### config.mk
export PLATFORM = sky130hd
export DESIGN_NAME = reg_file_2r1w
export DESIGN_NICKNAME = d
export VERILOG_FILES = /design/src/rtl/reg_file_2r1w.sv
export SDC_FILE = /design/constraint.sdc
export NUM_CORES = 2
export LEC_CHECK = 0
export ABC_AREA = 1
export BUFFER_PORTS_ARGS = -buffer_cell sky130_fd_sc_hd__buf_2
export CAP_MARGIN = 20
export CORE_ASPECT_RATIO = 1.2
export CORE_UTILIZATION = 50
export CTS_CLUSTER_DIAMETER = 100
export CTS_CLUSTER_SIZE = 16
export DETAILED_ROUTE_END_ITERATION = 12
export GPL_ROUTABILITY_DRIVEN = 0
export PLACE_DENSITY = 0.66
export SLEW_MARGIN = 15
export SYNTH_ARGS = -nofsm -noshare
export SYNTH_HDL_FRONTEND = slang
export SYNTH_SLANG_ARGS = --single-unit
### constraint.sdc
create_clock -name clk -period 3.3 [get_ports clk]
set_clock_uncertainty 0.2 [all_clocks]
set_input_delay 0.165 -clock clk [delete_from_list [all_inputs] [get_ports clk]]
set_output_delay 0.165 -clock clk [all_outputs]
set_load 0.01 [all_outputs]
### src/rtl/reg_file_2r1w.sv
`default_nettype none
// ============================================================================
// Module   : reg_file_2r1w
// Brief    : Integer register file with two combinational read ports, one
//            write port, write-to-read forwarding, hardwired-zero register 0,
//            a per-register busy scoreboard and a post-reset clear sweep.
// Revision : 1.0
// ============================================================================
module reg_file_2r1w #(
    parameter int XLEN     = 32,
    parameter int NUM_REGS = 32,
    parameter int ADDR_W   = $clog2(NUM_REGS)
) (
    input  logic              clk,
    input  logic              rst,
    input  logic [ADDR_W-1:0] rs1_addr,
    input  logic [ADDR_W-1:0] rs2_addr,
    output logic [XLEN-1:0]   rs1_data,
    output logic [XLEN-1:0]   rs2_data,
    output logic              rs1_busy,
    output logic              rs2_busy,
    input  logic              wr_en,
    input  logic [ADDR_W-1:0] wr_addr,
    input  logic [XLEN-1:0]   wr_data,
    input  logic              rsv_en,
    input  logic [ADDR_W-1:0] rsv_addr,
    output logic              init_done
);

    localparam logic              c_ST_CLEAR = 1'b0;
    localparam logic              c_ST_READY = 1'b1;
    localparam logic [ADDR_W:0]   c_CNT_LAST = (ADDR_W+1)'(NUM_REGS - 1);
    localparam logic [ADDR_W:0]   c_DEPTH    = (ADDR_W+1)'(NUM_REGS);

    logic              r_state;
    logic [ADDR_W:0]   r_cnt;
    logic              r_init_done;

    logic              w_ready;
    logic              w_wr_go;
    logic              w_rsv_go;

    logic [XLEN-1:0]   w_mem  [1:NUM_REGS-1];
    logic [NUM_REGS-1:1] w_busy;

    logic [ADDR_W-1:0] w_rs_addr [2];
    logic [XLEN-1:0]   w_rs_data [2];
    logic              w_rs_busy [2];

    assign w_ready  = (r_state == c_ST_READY);
    assign w_wr_go  = w_ready & wr_en;
    assign w_rsv_go = w_ready & rsv_en;

    // ------------------------------------------------------------------------
    // Clear sequencer: one register per edge, counter starts at 1 because
    // register 0 has no storage.
    // ------------------------------------------------------------------------
    always_ff @(posedge clk or posedge rst) begin
        if (rst) begin
            r_state     <= c_ST_CLEAR;
            r_cnt       <= (ADDR_W+1)'(1);
            r_init_done <= 1'b0;
        end else begin
            case (r_state)
                c_ST_CLEAR: begin
                    r_cnt <= r_cnt + 1'b1;
                    if (r_cnt == c_CNT_LAST) begin
                        r_state     <= c_ST_READY;
                        r_init_done <= 1'b1;
                    end
                end
                c_ST_READY: begin
                    r_state     <= c_ST_READY;
                    r_init_done <= 1'b1;
                end
                default: begin
                    r_state     <= c_ST_CLEAR;
                    r_cnt       <= (ADDR_W+1)'(1);
                    r_init_done <= 1'b0;
                end
            endcase
        end
    end

    assign init_done = r_init_done;

    // ------------------------------------------------------------------------
    // Storage and scoreboard, one slice per architectural register 1..N-1.
    // Addresses that match no slice (0 or beyond depth) have no effect.
    // ------------------------------------------------------------------------
    generate
        for (genvar gi = 1; gi < NUM_REGS; gi++) begin : g_reg
            logic            w_clr_hit;
            logic            w_wr_hit;
            logic            w_rsv_hit;
            logic [XLEN-1:0] r_data;
            logic            r_busy;

            assign w_clr_hit = (r_state == c_ST_CLEAR) && (r_cnt == (ADDR_W+1)'(gi));
            assign w_wr_hit  = w_wr_go  && (wr_addr  == ADDR_W'(gi));
            assign w_rsv_hit = w_rsv_go && (rsv_addr == ADDR_W'(gi));

            always_ff @(posedge clk) begin
                if (w_clr_hit) begin
                    r_data <= '0;
                end else if (w_wr_hit) begin
                    r_data <= wr_data;
                end
            end

            // A reservation in the same cycle as a writeback is the newer
            // producer, so it takes priority over the clear.
            always_ff @(posedge clk or posedge rst) begin
                if (rst) begin
                    r_busy <= 1'b0;
                end else if (w_rsv_hit) begin
                    r_busy <= 1'b1;
                end else if (w_wr_hit) begin
                    r_busy <= 1'b0;
                end
            end

            assign w_mem[gi]  = r_data;
            assign w_busy[gi] = r_busy;
        end
    endgenerate

    // ------------------------------------------------------------------------
    // Read ports
    // ------------------------------------------------------------------------
    assign w_rs_addr[0] = rs1_addr;
    assign w_rs_addr[1] = rs2_addr;

    generate
        for (genvar gp = 0; gp < 2; gp++) begin : g_port
            logic            w_valid;
            logic            w_fwd;
            logic [XLEN-1:0] w_stored;
            logic            w_stored_busy;

            assign w_valid = (w_rs_addr[gp] != '0) &&
                             ({1'b0, w_rs_addr[gp]} < c_DEPTH);

            always_comb begin
                w_stored      = '0;
                w_stored_busy = 1'b0;
                for (int i = 1; i < NUM_REGS; i++) begin
                    if (w_rs_addr[gp] == ADDR_W'(i)) begin
                        w_stored      = w_mem[i];
                        w_stored_busy = w_busy[i];
                    end
                end
            end

            assign w_fwd = w_wr_go && w_valid && (wr_addr == w_rs_addr[gp]);

            assign w_rs_data[gp] = (!w_ready || !w_valid) ? '0 :
                                   (w_fwd ? wr_data : w_stored);
            assign w_rs_busy[gp] = w_ready && w_valid && !w_fwd && w_stored_busy;
        end
    endgenerate

    assign rs1_data = w_rs_data[0];
    assign rs2_data = w_rs_data[1];
    assign rs1_busy = w_rs_busy[0];
    assign rs2_busy = w_rs_busy[1];

endmodule
`default_nettype wire

==> results_dict.tcl <==
set metrics [dict create \
    dieWidth_um 298.8 \
    ys_ff_latch 1031 \
    drtAntennaViolNets 0 \
    rsz0062_at_grt "yes" \
    clkLatencyLatePin_ns 0.67 \
    synth_fp_nets 8019 \
    coreArea_um2 104800 \
    numCtsBuffers 74 \
    grt_overflow 0 \
    irDropWorstVdd_v 0.0004932 \
    syn_to_final_growth_pct 17.69 \
    clk_pin_slew_worst_paths_ns 0.07 \
    critPathArrivalTime_ns 3.97 \
    path_cells "nand4_1 -> nand2_1 -> nor2_1 -> nand4_1 -> nor2_1 -> nand4_1 -> nor2_1 -> nand4_1 -> nor2_2 -> nand4_1 -> nor2_1 -> nand4_1 -> nor2_1 -> nand4_1 -> nor2_1 -> nand4_1 -> nor2_2 -> nor2_1 -> buf_2" \
    cts_max_path_buffers 3 \
    reg2reg_slack_ns 0.05 \
    relSlewSlack_pct 26.13 \
    ios 123 \
    max_cap_viol_count 0 \
    min_path_type "input pin to flop" \
    layout_common_cells "nand2_1 (1735), a21oi_1 (1104), o22ai_1 (963)" \
    crit_slowest_cell "dfxtp_2" \
    dieHeight_um 358.1 \
    crit_type "flop to output pin" \
    placed_area_um2 57710 \
    via_count 60292 \
    grt_usage_pct 41.20 \
    firstDrtPassIters 7 \
    dr.first_iter.drc_count 7768 \
    postSynthAreaPerCell_um2 6.639 \
    cts_sinks 1031 \
    fin_area_um2 62180 \
    synth-seq-area-share_pct 39.43 \
    synth_warnings 0 \
    drive_above_1_share_pct 17.30 \
    critPathMaxStageDelay_ns 0.35 \
    initial_core_util_pct 50.44 \
    synth_cell_types 42 \
    grt_max_degree 94 \
    rows 130 \
    layout_min_cycle_time_ns 4.336 \
    outcome "finished with violations" \
    mostFrequentLayoutCell "nand2_1" \
    violations "negative setup slack" \
    wl_um 229200 \
    max_freq_ghz 0.2306 \
    io_buffers 122 \
    startpoint_type "flop" \
    wl_per_cell_um 24.31 \
    grt_pass1_wl_um 342200 \
    pwr_density_cell_nw_per_um2 478.0 \
    tightest_slew_ns 1.104 \
    worst_path_most_repeated_cell "nand4_1" \
    power.leakage_nw 25.34 \
    vias_per_cell 6.395 \
    power.total_mw 29.72 \
    drv_slew 0 \
    htreeDepth 3 \
    finalSetupViolCount 65 \
    end_kind "output pin" \
    min_period_over_period_pct 131.4 \
    netlist_area_um2 52840 \
    first_global_vias 55539 \
    setup_slack_ns -1.036 \
    dieArea_um2 107000 \
    worstPathMaxFanout 2 \
    root_buffer "clkbuf_16" \
    hpwl_um 158600 \
    required_ns 2.93 \
    syn_inst 7959 \
    fin_nets 8091 \
    hold_viol 0 \
    cts_tree "yes" \
    grt_antenna_before_repair 3 \
    drcViolationCount 0 \
]
kinds of logic (layout without fill, tap and decap cells):
group           after synthesis  in the layout  share of synthesized area (%)
other cells                   0              1                              0
compound gates             2286           2286                          24.17
simple gates               3323           3323                          26.64
xor+xnor                     10             10                         0.1658
flops                      1031           1031                          39.43
buf+inv                    1305           1387                          9.493
fa+ha+maj                     4              4                        0.09472
stage by stage:
| step | TNS [ns] | cells | worst slack [ns] | util [%] | hold slack (ns) |
|---|---|---|---|---|---|
| floorplan | 0 | 7959 | 0.7837 | - | 0.1492 |
| global placement | -29.32 | 9254 | -0.7795 | 55.09 | 0.1939 |
| detailed placement | -29.54 | 9254 | -0.7575 | 55.09 | 0.2035 |
| CTS | -25.86 | 9415 | -0.9650 | 58.79 | 0.02564 |
| global route | -34.56 | 9428 | -1.235 | 59.36 | 0.07852 |
| finish | -26.71 | 9428 | -1.036 | 59.36 | 0.07262 |
report_power, final:
group | switching (mW) | internal, mW
clock network | 4.64 | 4.17
logic | 3.24 | 2.15
registers | 1.34 | 14.2
synthesized netlist by cell type:
cell type	n	share of area [%]
a21oi_1	1119	11
clkinv_1	3	0.021
or2_2	93	1.1
a32o_1	1	0.019
nor2_4	6	0.13
nand2_4	1	0.021
nand2_2	2	0.024
nand3_2	4	0.076
nor2_8	1	0.038
o22ai_1	964	11
or2_1	2	0.024
dfxtp_1	992	38
a211oi_1	34	0.48
inv_2	31	0.22
dfstp_2	1	0.050
nand3b_1	5	0.071
nor2_1	800	5.7
buf_2	47	0.45
o21bai_1	6	0.085
buf_6	5	0.11
inv_1	540	3.8
ha_1	4	0.095
o2111ai_1	1	0.017
xor2_1	9	0.15
xnor2_1	1	0.017
nand4_1	408	4.8
or2_0	16	0.19
inv_4	1	0.012
clkbuf_1	586	4.2
o211ai_1	1	0.014
a22o_1	2	0.033
buf_1	87	0.62
o21ai_1	6	0.057
o21ai_0	150	1.4
o21a_1	2	0.028
nor4_1	2	0.024
nor3_1	9	0.085
nand3_1	115	1.1
dfrtp_1	38	1.8
nand2_1	1848	13
nor2_2	11	0.13
buf_4	5	0.071
flip-flops by register name, indices dropped and copies added (netlist names):
| register | cells |
|---|---|
| g.r_busy | 31 |
| g.r_data | 992 |
| r_cnt | 6 |
| init_done | 1 |
| r_state | 1 |
layer usage:
metal | track usage [%] | vias to the layer above | wire [um]
met2 | 65.35 | 4023 | 101900
li1 | - | 27207 | -
met4 | 28.91 | 4 | 17650
met5 | 0 | - | 29
met3 | 6.482 | 927 | 23850
met1 | 51.34 | 28131 | 85770
area by class of cell:
class,count,area (um2)
antenna,1,2.502
clock buffer,83,1949
clock inverter,3,28.78
fill,9870,42570
inverter,575,2201
multi-input combinational,5623,28550
sequential,1031,20920
tap,1386,1734
timing repair buffer,726,6803
critical path, delay by kind of cell, from the launching register on:
family                 cells  cell delay (ns)
DFF                        1             0.35
buffers and inverters      1             0.14
and+or+nand+nor           18             2.82
worst paths after layout:
path / from / endpoint / cells after the start
max: g_reg[1].r_data[14] / rs1_data[14] / 19
min: wr_data[16] / g_reg[3].r_data[16] / 3
max reg2reg: r_state / g_reg[20].r_busy / 7
min reg2reg: r_cnt[4] / r_cnt[4] / 1
max in group asynchronous: rst / g_reg[3].r_busy / 3
min in group asynchronous: rst / r_cnt[1] / 3
what timing repair did:
action                                 in CTS  in global routing
hold buffers                               51                  0
cloned                                      2                  0
setup endpoints to repair                  66                 66
setup buffers                              25                 12
endpoints found under the hold margin     746                  0
resized for setup                         370                157
pin swaps                                 203                223
No activity file was read; power rests on OpenSTA's default activity.
